--- src/rtl/uart_loader_pkg.sv ---
// rtl/uart_loader_pkg.sv - shared types and constants for the UART memory loader
package uart_loader_pkg;

  localparam logic [15:0] RAM_WORDS = 16'd16384;

  typedef enum logic [2:0] {
    HDR_HI,
    HDR_LO,
    DATA_HI,
    DATA_LO,
    DONE,
    ERROR
  } word_state_e;

  typedef enum logic [1:0] {
    IDLE,
    START,
    DATA,
    STOP
  } rx_state_e;

endpackage

--- src/rtl/uart_rx.sv ---
// rtl/uart_rx.sv - 8N1 UART byte receiver with input synchronizer and glitch rejection
module uart_rx
  import uart_loader_pkg::*;
#(
  parameter int CLKS_PER_BIT = 104
) (
  input  logic       clk,
  input  logic       reset,
  input  logic       rx,
  output logic       valid,
  output logic [7:0] data,
  output logic       frame_err
);

  localparam int CW = $clog2(CLKS_PER_BIT);
  localparam logic [CW-1:0] FULL_M1 = CW'(CLKS_PER_BIT - 1);
  localparam logic [CW-1:0] HALF_M1 = CW'(CLKS_PER_BIT / 2 - 1);

  rx_state_e     state_q;
  logic          sync1_q, sync2_q, prev_q;
  logic [CW-1:0] cnt_q;
  logic [2:0]    bit_q;
  logic [7:0]    shift_q;
  logic          valid_q, frame_err_q;
  logic [7:0]    data_q;

  assign valid     = valid_q;
  assign data      = data_q;
  assign frame_err = frame_err_q;

  always_ff @(posedge clk or posedge reset) begin
    if (reset) begin
      sync1_q     <= 1'b1;
      sync2_q     <= 1'b1;
      prev_q      <= 1'b1;
      state_q     <= IDLE;
      cnt_q       <= '0;
      bit_q       <= '0;
      shift_q     <= '0;
      data_q      <= '0;
      valid_q     <= 1'b0;
      frame_err_q <= 1'b0;
    end else begin
      sync1_q     <= rx;
      sync2_q     <= sync1_q;
      prev_q      <= sync2_q;
      valid_q     <= 1'b0;
      frame_err_q <= 1'b0;
      case (state_q)
        IDLE: begin
          cnt_q <= '0;
          if (prev_q && !sync2_q) state_q <= START;
        end
        START: begin
          // A line that is high again at mid start bit was only a glitch.
          if (cnt_q == HALF_M1) begin
            cnt_q   <= '0;
            bit_q   <= '0;
            state_q <= sync2_q ? IDLE : DATA;
          end else begin
            cnt_q <= cnt_q + 1'b1;
          end
        end
        DATA: begin
          if (cnt_q == FULL_M1) begin
            cnt_q   <= '0;
            shift_q <= {sync2_q, shift_q[7:1]};
            bit_q   <= bit_q + 1'b1;
            if (bit_q == 3'd7) state_q <= STOP;
          end else begin
            cnt_q <= cnt_q + 1'b1;
          end
        end
        STOP: begin
          if (cnt_q == FULL_M1) begin
            cnt_q   <= '0;
            state_q <= IDLE;
            if (sync2_q) begin
              valid_q <= 1'b1;
              data_q  <= shift_q;
            end else begin
              frame_err_q <= 1'b1;
            end
          end else begin
            cnt_q <= cnt_q + 1'b1;
          end
        end
        default: state_q <= IDLE;
      endcase
    end
  end

endmodule

--- src/rtl/uart_loader.sv ---
// rtl/uart_loader.sv - loads a length-prefixed word stream from UART into memory
module uart_loader
  import uart_loader_pkg::*;
#(
  parameter int CLKS_PER_BIT = 104
) (
  input  logic        clk,
  input  logic        reset,
  input  logic        rx,
  output logic [15:0] in,
  output logic        load,
  output logic [14:0] address,
  output logic        active,
  output logic        done,
  output logic        error
);

  logic       rx_valid;
  logic [7:0] rx_data;
  logic       rx_frame_err;

  uart_rx #(.CLKS_PER_BIT(CLKS_PER_BIT)) u_rx (
    .clk       (clk),
    .reset     (reset),
    .rx        (rx),
    .valid     (rx_valid),
    .data      (rx_data),
    .frame_err (rx_frame_err)
  );

  word_state_e state_q;
  logic [15:0] n_q;
  logic [14:0] cnt_q;
  logic [7:0]  hi_q;
  logic [15:0] in_q;
  logic [14:0] addr_q;
  logic        load_q, active_q, done_q, error_q;
  logic [15:0] hdr_n_d;
  logic        last_word_d;

  assign in      = in_q;
  assign load    = load_q;
  assign address = addr_q;
  assign active  = active_q;
  assign done    = done_q;
  assign error   = error_q;

  always_comb begin
    hdr_n_d     = {n_q[15:8], rx_data};
    last_word_d = ({1'b0, cnt_q} == (n_q - 16'd1));
  end

  always_ff @(posedge clk or posedge reset) begin
    if (reset) begin
      state_q  <= HDR_HI;
      n_q      <= '0;
      cnt_q    <= '0;
      hi_q     <= '0;
      in_q     <= '0;
      addr_q   <= '0;
      load_q   <= 1'b0;
      active_q <= 1'b1;
      done_q   <= 1'b0;
      error_q  <= 1'b0;
    end else begin
      load_q <= 1'b0;
      // DONE and ERROR are terminal; nothing on the line can disturb them.
      if (state_q != DONE && state_q != ERROR) begin
        if (rx_frame_err) begin
          state_q  <= ERROR;
          error_q  <= 1'b1;
          active_q <= 1'b0;
        end else if (rx_valid) begin
          case (state_q)
            HDR_HI: begin
              n_q[15:8] <= rx_data;
              state_q   <= HDR_LO;
            end
            HDR_LO: begin
              n_q <= hdr_n_d;
              if (hdr_n_d == 16'd0) begin
                state_q  <= DONE;
                done_q   <= 1'b1;
                active_q <= 1'b0;
              end else if (hdr_n_d > RAM_WORDS) begin
                state_q  <= ERROR;
                error_q  <= 1'b1;
                active_q <= 1'b0;
              end else begin
                state_q <= DATA_HI;
              end
            end
            DATA_HI: begin
              hi_q    <= rx_data;
              state_q <= DATA_LO;
            end
            DATA_LO: begin
              in_q   <= {hi_q, rx_data};
              addr_q <= cnt_q;
              load_q <= 1'b1;
              cnt_q  <= cnt_q + 15'd1;
              if (last_word_d) begin
                state_q  <= DONE;
                done_q   <= 1'b1;
                active_q <= 1'b0;
              end else begin
                state_q <= DATA_HI;
              end
            end
            default: begin
              state_q  <= ERROR;
              error_q  <= 1'b1;
              active_q <= 1'b0;
            end
          endcase
        end
      end
    end
  end

endmodule

--- config.mk ---
export PLATFORM = sky130hd
export DESIGN_NAME = uart_loader
export DESIGN_NICKNAME = d
export VERILOG_FILES = /design/src/rtl/uart_loader_pkg.sv /design/src/rtl/uart_rx.sv /design/src/rtl/uart_loader.sv
export SDC_FILE = /design/constraint.sdc
export NUM_CORES = 1
export LEC_CHECK = 0
export ABC_AREA = 1
export CAP_MARGIN = 25
export CORE_MARGIN = 10
export CORE_UTILIZATION = 50
export CTS_CLUSTER_SIZE = 24
export DETAILED_ROUTE_END_ITERATION = 16
export HOLD_SLACK_MARGIN = 0.02
export PLACE_DENSITY_LB_ADDON = 0.05
export SYNTH_ARGS = -nofsm -noshare
export SYNTH_HDL_FRONTEND = slang
export SYNTH_SLANG_ARGS = --single-unit
--- constraint.sdc ---
create_clock -name clk -period 4.08 [get_ports clk]
set_input_delay 1.02 -clock clk [delete_from_list [all_inputs] [get_ports clk]]
set_output_delay 1.02 -clock clk [all_outputs]
set_load 0.01 [all_outputs]
# After elaboration in Yosys (flattened, before gate mapping)
# Index checks and enable logic that the tools add are counted.
# W data, S select, Z words.
dict set report word_totals {
  ff_bits 110
  output_inout_bits 35
}
dict set report op_classes {
  add_sub_neg 4
  n_lt_le_gt_ge 1
  n_eq_ne 25
  mux 43
  bitwise 1
  n_reduce_logical 24
}
# operator count
set op_table {}
lappend op_table {{$mux W1} 21}
lappend op_table {{$mux W3} 7}
lappend op_table {{$pmux W7 S3} 1}
lappend op_table {{$eq A15 B16 Y1} 1}
lappend op_table {{$gt A16 B15 Y1 const B} 1}
lappend op_table {{$logic_not A16 Y1} 1}
lappend op_table {{$reduce_and A4 Y1} 4}
lappend op_table {{$sub A16 B1 Y16 const B} 1}
lappend op_table {{$add A15 B1 Y15 const B} 1}
lappend op_table {{$reduce_and A5 Y1} 3}
lappend op_table {{$mux W7} 2}
lappend op_table {{$ne A2 B1 Y1 const B} 7}
lappend op_table {{$mux W2} 6}
lappend op_table {{$pmux W3 S4} 1}
lappend op_table {{$ne A3 B2 Y1 const B} 3}
lappend op_table {{$pmux W2 S4} 1}
lappend op_table {{$add A7 B1 Y7 const B} 1}
lappend op_table {{$eq A7 B6 Y1 const B} 1}
lappend op_table {{$eq A7 B7 Y1 const B} 1}
lappend op_table {{$eq A3 B2 Y1 const B} 2}
lappend op_table {{$ne A3 B3 Y1 const B} 2}
lappend op_table {{$pmux W3 S2} 1}
lappend op_table {{$reduce_and A3 Y1} 2}
lappend op_table {{$reduce_and A6 Y1} 1}
lappend op_table {{other kinds (18)} 26}

# Logic depth before layout (Yosys ltp)
# Gate-level depths: netlist (run 1).
dict set report depth {
  word_depth 6
  mapped_depth 15
}

# Hierarchy
# A second synthesis (run 1) with hierarchy kept.
dict set report hier_totals {
  hier_cells 596
  hier_area_um2 5191.2
}
# module instances cells_each area_each_um2 seq_area_each_um2
set by_module_without_submodules {}
lappend by_module_without_submodules {uart_loader 1 445 3711.1 1928.1}
lappend by_module_without_submodules {uart_rx 1 151 1480.2 829.5}

# Worst setup path after synthesis (run 1)
# OpenSTA, ideal clock, no wires.
dict set report synth_path {
  path_type {flip-flop to flip-flop}
  startpoint {register n_q[0]}
  endpoint {register state_q[1]}
  setup_ns 0.120
  t_arrival_ns 1.605
  required_time_ns 3.960
  setup_slack_ns 2.354
  path_stages_with_launch 14
  n_path_buf 0
  cell_sequence {dfrtp_1 inv_1 ha_1 or2_2 nand3_1 nand2_1 nor2_1 nand2_1 nor2_1 nand3_1 nand2_1 nand3_1 nand2_1 nand2_1}
}
dict set report synth_between {
  elab_chain_len 6
}
# item line
set synth_lines {}
lappend synth_lines {{from (decl)} uart_loader.sv:32} ;# logic [15:0] n_q;
lappend synth_lines {{from (signal assigned)} uart_loader.sv:80} ;# n_q <= hdr_n_d;
lappend synth_lines {{$sub A16 B1 Y16} uart_loader.sv:50} ;# last_word_d = ({1'b0, cnt_q} == (n_q - 16'd1));
lappend synth_lines {{$eq A15 B16 Y1} uart_loader.sv:50}
lappend synth_lines {{$mux W3} uart_loader.sv:102} ;# if (last_word_d) begin
lappend synth_lines {{$pmux W3 S4} uart_loader.sv:74} ;# case (state_q)
lappend synth_lines {{$mux W3} uart_loader.sv:73} ;# end else if (rx_valid) begin
lappend synth_lines {{$mux W3} uart_loader.sv:69} ;# if (rx_frame_err) begin
lappend synth_lines {{to (signal assigned)} uart_loader.sv:70} ;# state_q <= ERROR;
lappend synth_lines {{to (signal assigned)} uart_loader.sv:77} ;# state_q <= HDR_LO;
lappend synth_lines {{to (signal assigned)} uart_loader.sv:103} ;# state_q <= DONE;
lappend synth_lines {{to (decl)} uart_loader.sv:31} ;# word_state_e state_q;
# No other way between the ends. The select of a mux whose other input is x is not followed.
# A chain may end at the register's enable or synchronous reset.

# Final worst setup path (run 1)
dict set report layout_path {
  startpoint {register active_q (netlist: active)}
  endpoint {output active}
}
# item line
set layout_lines {}
lappend layout_lines {{from (decl)} uart_loader.sv:37} ;# logic load_q, active_q, done_q, error_q;
lappend layout_lines {{from (signal assigned)} uart_loader.sv:62} ;# active_q <= 1'b1;
lappend layout_lines {{from (signal assigned)} uart_loader.sv:72} ;# active_q <= 1'b0;
lappend layout_lines {{from (signal assigned)} uart_loader.sv:84} ;# active_q <= 1'b0;
lappend layout_lines {{to (decl)} uart_loader.sv:13} ;# output logic active,
# No word-level cell between the ends.

==> results.sh, run 1 <==
export IMPL_status="completed"
export IMPL_p_total_mw=1.88
export IMPL_crit_slowest_cell="dfstp_2"
export IMPL_die_area_sq_um=14700
export IMPL_max_freq_ghz=0.406
export IMPL_place_hpwl_mm=7.78
export IMPL_worstSetupPathType="reg -> out"
export IMPL_ant_nets=0
export IMPL_nets=649
export IMPL_synthDominantCellAreaShare=0.519
export IMPL_rrSetupSlack_ns=2.04
export IMPL_initial_utilization=0.518
export IMPL_clk_latency_ns=0.37
export IMPL_clkPwrFrac=0.359
export IMPL_htreeDepth=3
export IMPL_grt_max_degree=66
export IMPL_ys_top_cells_by_area="dfrtp_1, nand2_1, o21ai_0"
export IMPL_vdd_ir_drop_max_v=0.000323
export IMPL_max_stage_delay_ns=0.54
export IMPL_clk_pin_slew_ns=0.10
export IMPL_tns_ns=0
export IMPL_p_leak_nw=2.75
export IMPL_drt_wl_total_mm=10.5
export IMPL_globalplace_congestion=0.911
export IMPL_die_x_um=121
export IMPL_wl_per_cell_um=13.5
export IMPL_drt_first_iter_violations=196
export IMPL_worstPathArrival_ns=1.44
export IMPL_synth_edf_count=0
export IMPL_num_vias=3934
export IMPL_rsz0062_at_grt="no"
export IMPL_cts_num_sinks=110
export IMPL_grt_pass1_vias=3883
export IMPL_syn_mean_instance_area_sq_um=8.48
export IMPL_io_buffers=37
export IMPL_yosys_warnings=0
export IMPL_drive_gt1_frac=0.0728
export IMPL_p_per_area_nw_per_um2=322
export IMPL_yosys_area_top_type="dfrtp_1"
export IMPL_final_common_cell="nand2_1"
export IMPL_grt_first_pass_wirelength_mm=18.2
export IMPL_synth_distinct_cells=36
export IMPL_area_growth_pct=14.1
export IMPL_die_h_um=121
export IMPL_numCtsBuffers=9
export IMPL_synth_seq_area_share=0.539
export IMPL_worstHoldPathType="reg -> reg"
export IMPL_path_cells="clkdlybuf4s50_1"
export IMPL_ctsResizeCount=0
export IMPL_p_sw_uw=438
export IMPL_finalCriticalPeriod_ns=2.46
export IMPL_cp_data_required_time_ns=3.06
export IMPL_switching_share=0.233
export IMPL_cts_tree="built"
export IMPL_final_setup_skew_ns=0.0106
export IMPL_path_buf_inv=1
export IMPL_hold_viol=0
export IMPL_cap_violations=0
export IMPL_antenna_found_initial=0
export IMPL_cp_num_cells=1
export IMPL_crit_family="flip-flops"
export IMPL_core_area_sq_um=9860
export IMPL_min_path_cells=0
export IMPL_place_inst=763
export IMPL_syn_area_sq_um=5110
export IMPL_ios=38
export IMPL_combPwrFrac=0.042
export IMPL_fin_cells=779
export IMPL_crit_path_start_kind="flop"
export IMPL_final_cell_mix="nand2_1, dfrtp_1, o21ai_0"
export IMPL_fin_area_sq_um=5840
export IMPL_fin_crit_sh=0.604
export IMPL_p_int_mw=1.44
export IMPL_track_usage=0.152
export IMPL_async_flop_share=1.00
export IMPL_path_max_fanout=2
export IMPL_grt_ovfl_total=0
export IMPL_remaining_drc_errors=0
export IMPL_place_ws_ns=1.85
export IMPL_routed_via_density=5.05
export IMPL_end_kind="output port"
export IMPL_row_count=36
export IMPL_pwr_share_seq=0.599
export IMPL_worstMarginPinSlew_ns=0.882
export IMPL_post_cts_buffers=0
export IMPL_synth_main_ff_cell="dfrtp_1"
export IMPL_placed_area_sq_um=5630
export IMPL_rr_worst_depth=13
export IMPL_postCtsHoldBufs=0
export IMPL_clock_root_buffer="clkbuf_8"
export IMPL_synthCells=603
export IMPL_slew_viol_final=0
export IMPL_setup_ws_ns=1.62
export IMPL_syn_num_nets=611
export IMPL_setup_viol=0
export IMPL_dr_pass1_iters=6
export IMPL_ys_seq_elements=110
export IMPL_clk_path_buf_depth=2
export IMPL_slew_headroom=0.409
export IMPL_antenna_cells=0
==> final cells by class <==
type / count / area, sq um
multi-input cells: 412 / 2050
fillers: 905 / 4030
well taps: 133 / 166
flip-flops and latches: 110 / 2760
repair buffers: 40 / 405
clock buffers: 12 / 145
inverters: 68 / 259
clock inverters: 4 / 56.3
==> per-layer routing <==
metal | wire [um] | track usage
met5 | 0 | 0
met4 | 191 | 0.0551
met3 | 461 | 0.0372
met2 | 5280 | 0.263
met1 | 4560 | 0.178
==> power by group through the flow <==
stage / Combinational [mW] / Clock, mW / Sequential (mW)
2_1_floorplan: 0.0604 / 0 / 1.14
5_1_grt: 0.0970 / 0.741 / 1.13
6_report: 0.0790 / 0.674 / 1.13
3_5_place_dp: 0.0823 / 0 / 1.15
3_3_place_gp: 0.0788 / 0 / 1.15
4_1_cts: 0.0824 / 0.695 / 1.13
==> per-stage QoR <==
step | hold WS [ns] | utilization
4_1_cts | 0.364 | 0.592
5_1_grt | 0.376 | 0.592
2_1_floorplan | 0.345 | -
3_5_place_dp | 0.349 | 0.571
6_report | 0.364 | 0.592
3_3_place_gp | 0.346 | 0.571
==> cell families after synthesis <==
kind of cell / Yosys count / share of synthesized area
muxes: 4 / 0.00881
buffers and inverters: 81 / 0.0604
DFF: 110 / 0.539
adders and majority gates: 5 / 0.0122
and+or+nand+nor: 294 / 0.250
AOI/OAI and AO/OA: 82 / 0.0830
xor gates and xnor gates: 27 / 0.0463
==> state kept, by name, summed over array words and instances, names as in the netlist, 3 cells and up, named ones only <==
| signal | cells |
|---|---|
| u_rx.data | 8 |
| u_rx.cnt_q | 7 |
| cnt_q | 15 |
| u_rx.bit_q | 3 |
| state_q | 3 |
| n_q | 16 |
| address | 15 |
| in | 16 |
| hi_q | 8 |
| u_rx.shift_q | 8 |
==> cells in the mapped netlist (all sizes together) (3+ instances only) <==
cell type    n
nand2      169
dfrtp      106
o21ai       72
inv         67
nor2        61
nand3       37
xor2        20
nor3        12
clkbuf       8
xnor2        7
nand3b       6
buf          5
ha           5
a21oi        4
dfstp        4
mux2         4
nand4        4
or2          3
==> worst paths after layout <==
path / end / startpoint
max in group asynchronous: n_q[10]$_DFFE_PP0P_ / reset
worst max-delay path: active / active$_DFFE_PP1P_
worst min register to register: u_rx.sync2_q$_DFF_PP1_ / u_rx.sync1_q$_DFF_PP1_
worst min-delay path: u_rx.sync2_q$_DFF_PP1_ / u_rx.sync1_q$_DFF_PP1_
min in group asynchronous: in[8]$_DFFE_PP0P_ / reset
worst max register to register: state_q[1]$_DFFE_PP0P_ / n_q[0]$_DFFE_PP0P_
Note: power is estimated with default switching activity, not from simulation.
==> run 2, diff against run 1 <==
==> constraint.sdc (replaced) <==
create_clock -name clk -period 2.1 [get_ports clk]
set_input_delay 0.525 -clock clk [delete_from_list [all_inputs] [get_ports clk]]
set_output_delay 0.525 -clock clk [all_outputs]
set_load 0.01 [all_outputs]
==> run 2 against run 1 <==
Against the previous run: global-route usage up 1.7 points; largest power group unchanged; register-to-register slack worse by 1.9 ns; clock-buffer cell count down 3; via count up 1.2%; non-clock buffer count up 12.
==> results.sh, run 2 (same netlist as run 1, synthesis figures left out) <==
export IMPL_clk_pin_slew_ns=0.11
export IMPL_final_setup_skew_ns=0.0131
export IMPL_drive_gt1_frac=0.100
export IMPL_clock_root_buffer="clkbuf_8"
export IMPL_tns_ns=0
export IMPL_track_usage=0.168
export IMPL_core_area_sq_um=9860
export IMPL_die_x_um=121
export IMPL_num_vias=3983
export IMPL_regArea_sq_um=2760
export IMPL_worstHoldPathType="reg -> reg"
export IMPL_p_leak_nw=2.83
export IMPL_drt_first_iter_violations=278
export IMPL_path_buf_inv=1
export IMPL_row_count=36
export IMPL_ios=38
export IMPL_nets=661
export IMPL_slew_viol_final=0
export IMPL_crit_family="flip-flops"
export IMPL_cp_data_required_time_ns=1.57
export IMPL_slew_headroom=0.603
export IMPL_area_growth_pct=17.2
export IMPL_dr_pass1_iters=4
export IMPL_globalplace_congestion=0.872
export IMPL_end_kind="output port"
export IMPL_grt_ovfl_total=0
export IMPL_max_freq_ghz=0.495
export IMPL_status="completed"
export IMPL_wl_per_cell_um=14.6
export IMPL_routed_via_density=5.04
export IMPL_numCtsBuffers=9
export IMPL_die_h_um=121
export IMPL_cts_tree="built"
export IMPL_finalCriticalPeriod_ns=2.02
export IMPL_fill_cells=871
export IMPL_die_area_sq_um=14700
export IMPL_p_per_area_nw_per_um2=639
export IMPL_ant_nets=0
export IMPL_drt_wl_total_mm=11.6
export IMPL_place_inst=774
export IMPL_initial_utilization=0.518
export IMPL_path_cells="clkdlybuf4s50_1"
export IMPL_fin_crit_sh=0.961
export IMPL_crit_slowest_cell="dfstp_2"
export IMPL_grt_max_degree=68
export IMPL_htreeDepth=3
export IMPL_remaining_drc_errors=0
export IMPL_antenna_cells=0
export IMPL_cts_num_sinks=110
export IMPL_place_ws_ns=0.101
export IMPL_grt_pass1_vias=3968
export IMPL_max_stage_delay_ns=0.56
export IMPL_fin_cells=791
export IMPL_setup_viol=0
export IMPL_grt_first_pass_wirelength_mm=19.5
export IMPL_final_cell_mix="nand2_1, dfrtp_1, o21ai_0"
export IMPL_antenna_found_initial=0
export IMPL_place_hpwl_mm=8.49
export IMPL_vdd_ir_drop_max_v=0.000625
export IMPL_path_max_fanout=2
export IMPL_setup_ws_ns=0.0818
export IMPL_cap_violations=0
export IMPL_worstSetupPathType="reg -> out"
export IMPL_clk_path_buf_depth=2
export IMPL_multiInputGateArea_sq_um=2070
export IMPL_worstMarginPinSlew_ns=0.595
export IMPL_io_buffers=37
export IMPL_crit_path_start_kind="flop"
export IMPL_worstPathArrival_ns=1.49
export IMPL_final_common_cell="nand2_1"
export IMPL_clk_latency_ns=0.40
export IMPL_hold_viol=0
run 2: cell count changes in the layout (fill, tap and decap cells not counted), sizes merged:
cell / delta
buf: +12
clkbuf: -3
bufinv: +1
clkinv: +1
clkinvlp: +1
run 2: area by class of cell:
class                      instances  area share
sequential                       110       0.460
clock inverter                     7      0.0190
tap                              133      0.0278
multi-input combinational        412       0.346
clock buffer                       9      0.0207
inverter                          68      0.0434
timing repair buffer              52      0.0827
run 2: layer usage:
layer,GRT usage,wire (um),vias up
li1,-,-,2007
met1,0.208,5170,1901
met2,0.276,5670,61
met3,0.0451,536,14
met4,0.0611,186,0
met5,0,0,-
run 2: report_power, final:
group          switching, mW  internal (mW)  total, mW  leakage, nW
Sequential            0.0345           2.15       2.19         1.52
Combinational          0.104         0.0495      0.153         1.19
Clock                  0.784          0.700       1.48        0.119
Total                  0.923           2.90       3.83         2.83
run 2: worst paths after layout:
check / endpoint / from / depth (start not counted) / slack [ns]
setup / recovery: active / active$_DFFE_PP1P_ / 1 / 0.08
hold / removal: u_rx.sync2_q$_DFF_PP1_ / u_rx.sync1_q$_DFF_PP1_ / 0 / 0.37
setup reg to reg: state_q[1]$_DFFE_PP0P_ / n_q[0]$_DFFE_PP0P_ / 13 / 0.18
hold reg to reg: u_rx.sync2_q$_DFF_PP1_ / u_rx.sync1_q$_DFF_PP1_ / 0 / 0.37
max in group asynchronous: cnt_q[5]$_DFFE_PP0P_ / reset / 3 / 1.05
min in group asynchronous: u_rx.shift_q[0]$_DFFE_PP0P_ / reset / 3 / 0.56
run 2: through the flow:
step                      utilization  hold slack (ns)  total power [mW]  cell area, sq um
after global placement          0.580            0.347              2.38              5720
after floorplan                     -            0.345              2.34              5120
after detailed placement        0.580            0.349              2.39              5720
after global routing            0.607            0.377              3.99              5990
final                           0.607            0.371              3.83              5990
after CTS                       0.604            0.373              3.88              5960
run 2: timing repair:
item / 4_1_cts / 5_1_grt
endpoints found under the setup margin: 0 / 4
buffers inserted: 0 / 1
hold buffers: 0 / 0
resized for setup: 0 / 9
endpoints found under the hold margin: 0 / 0
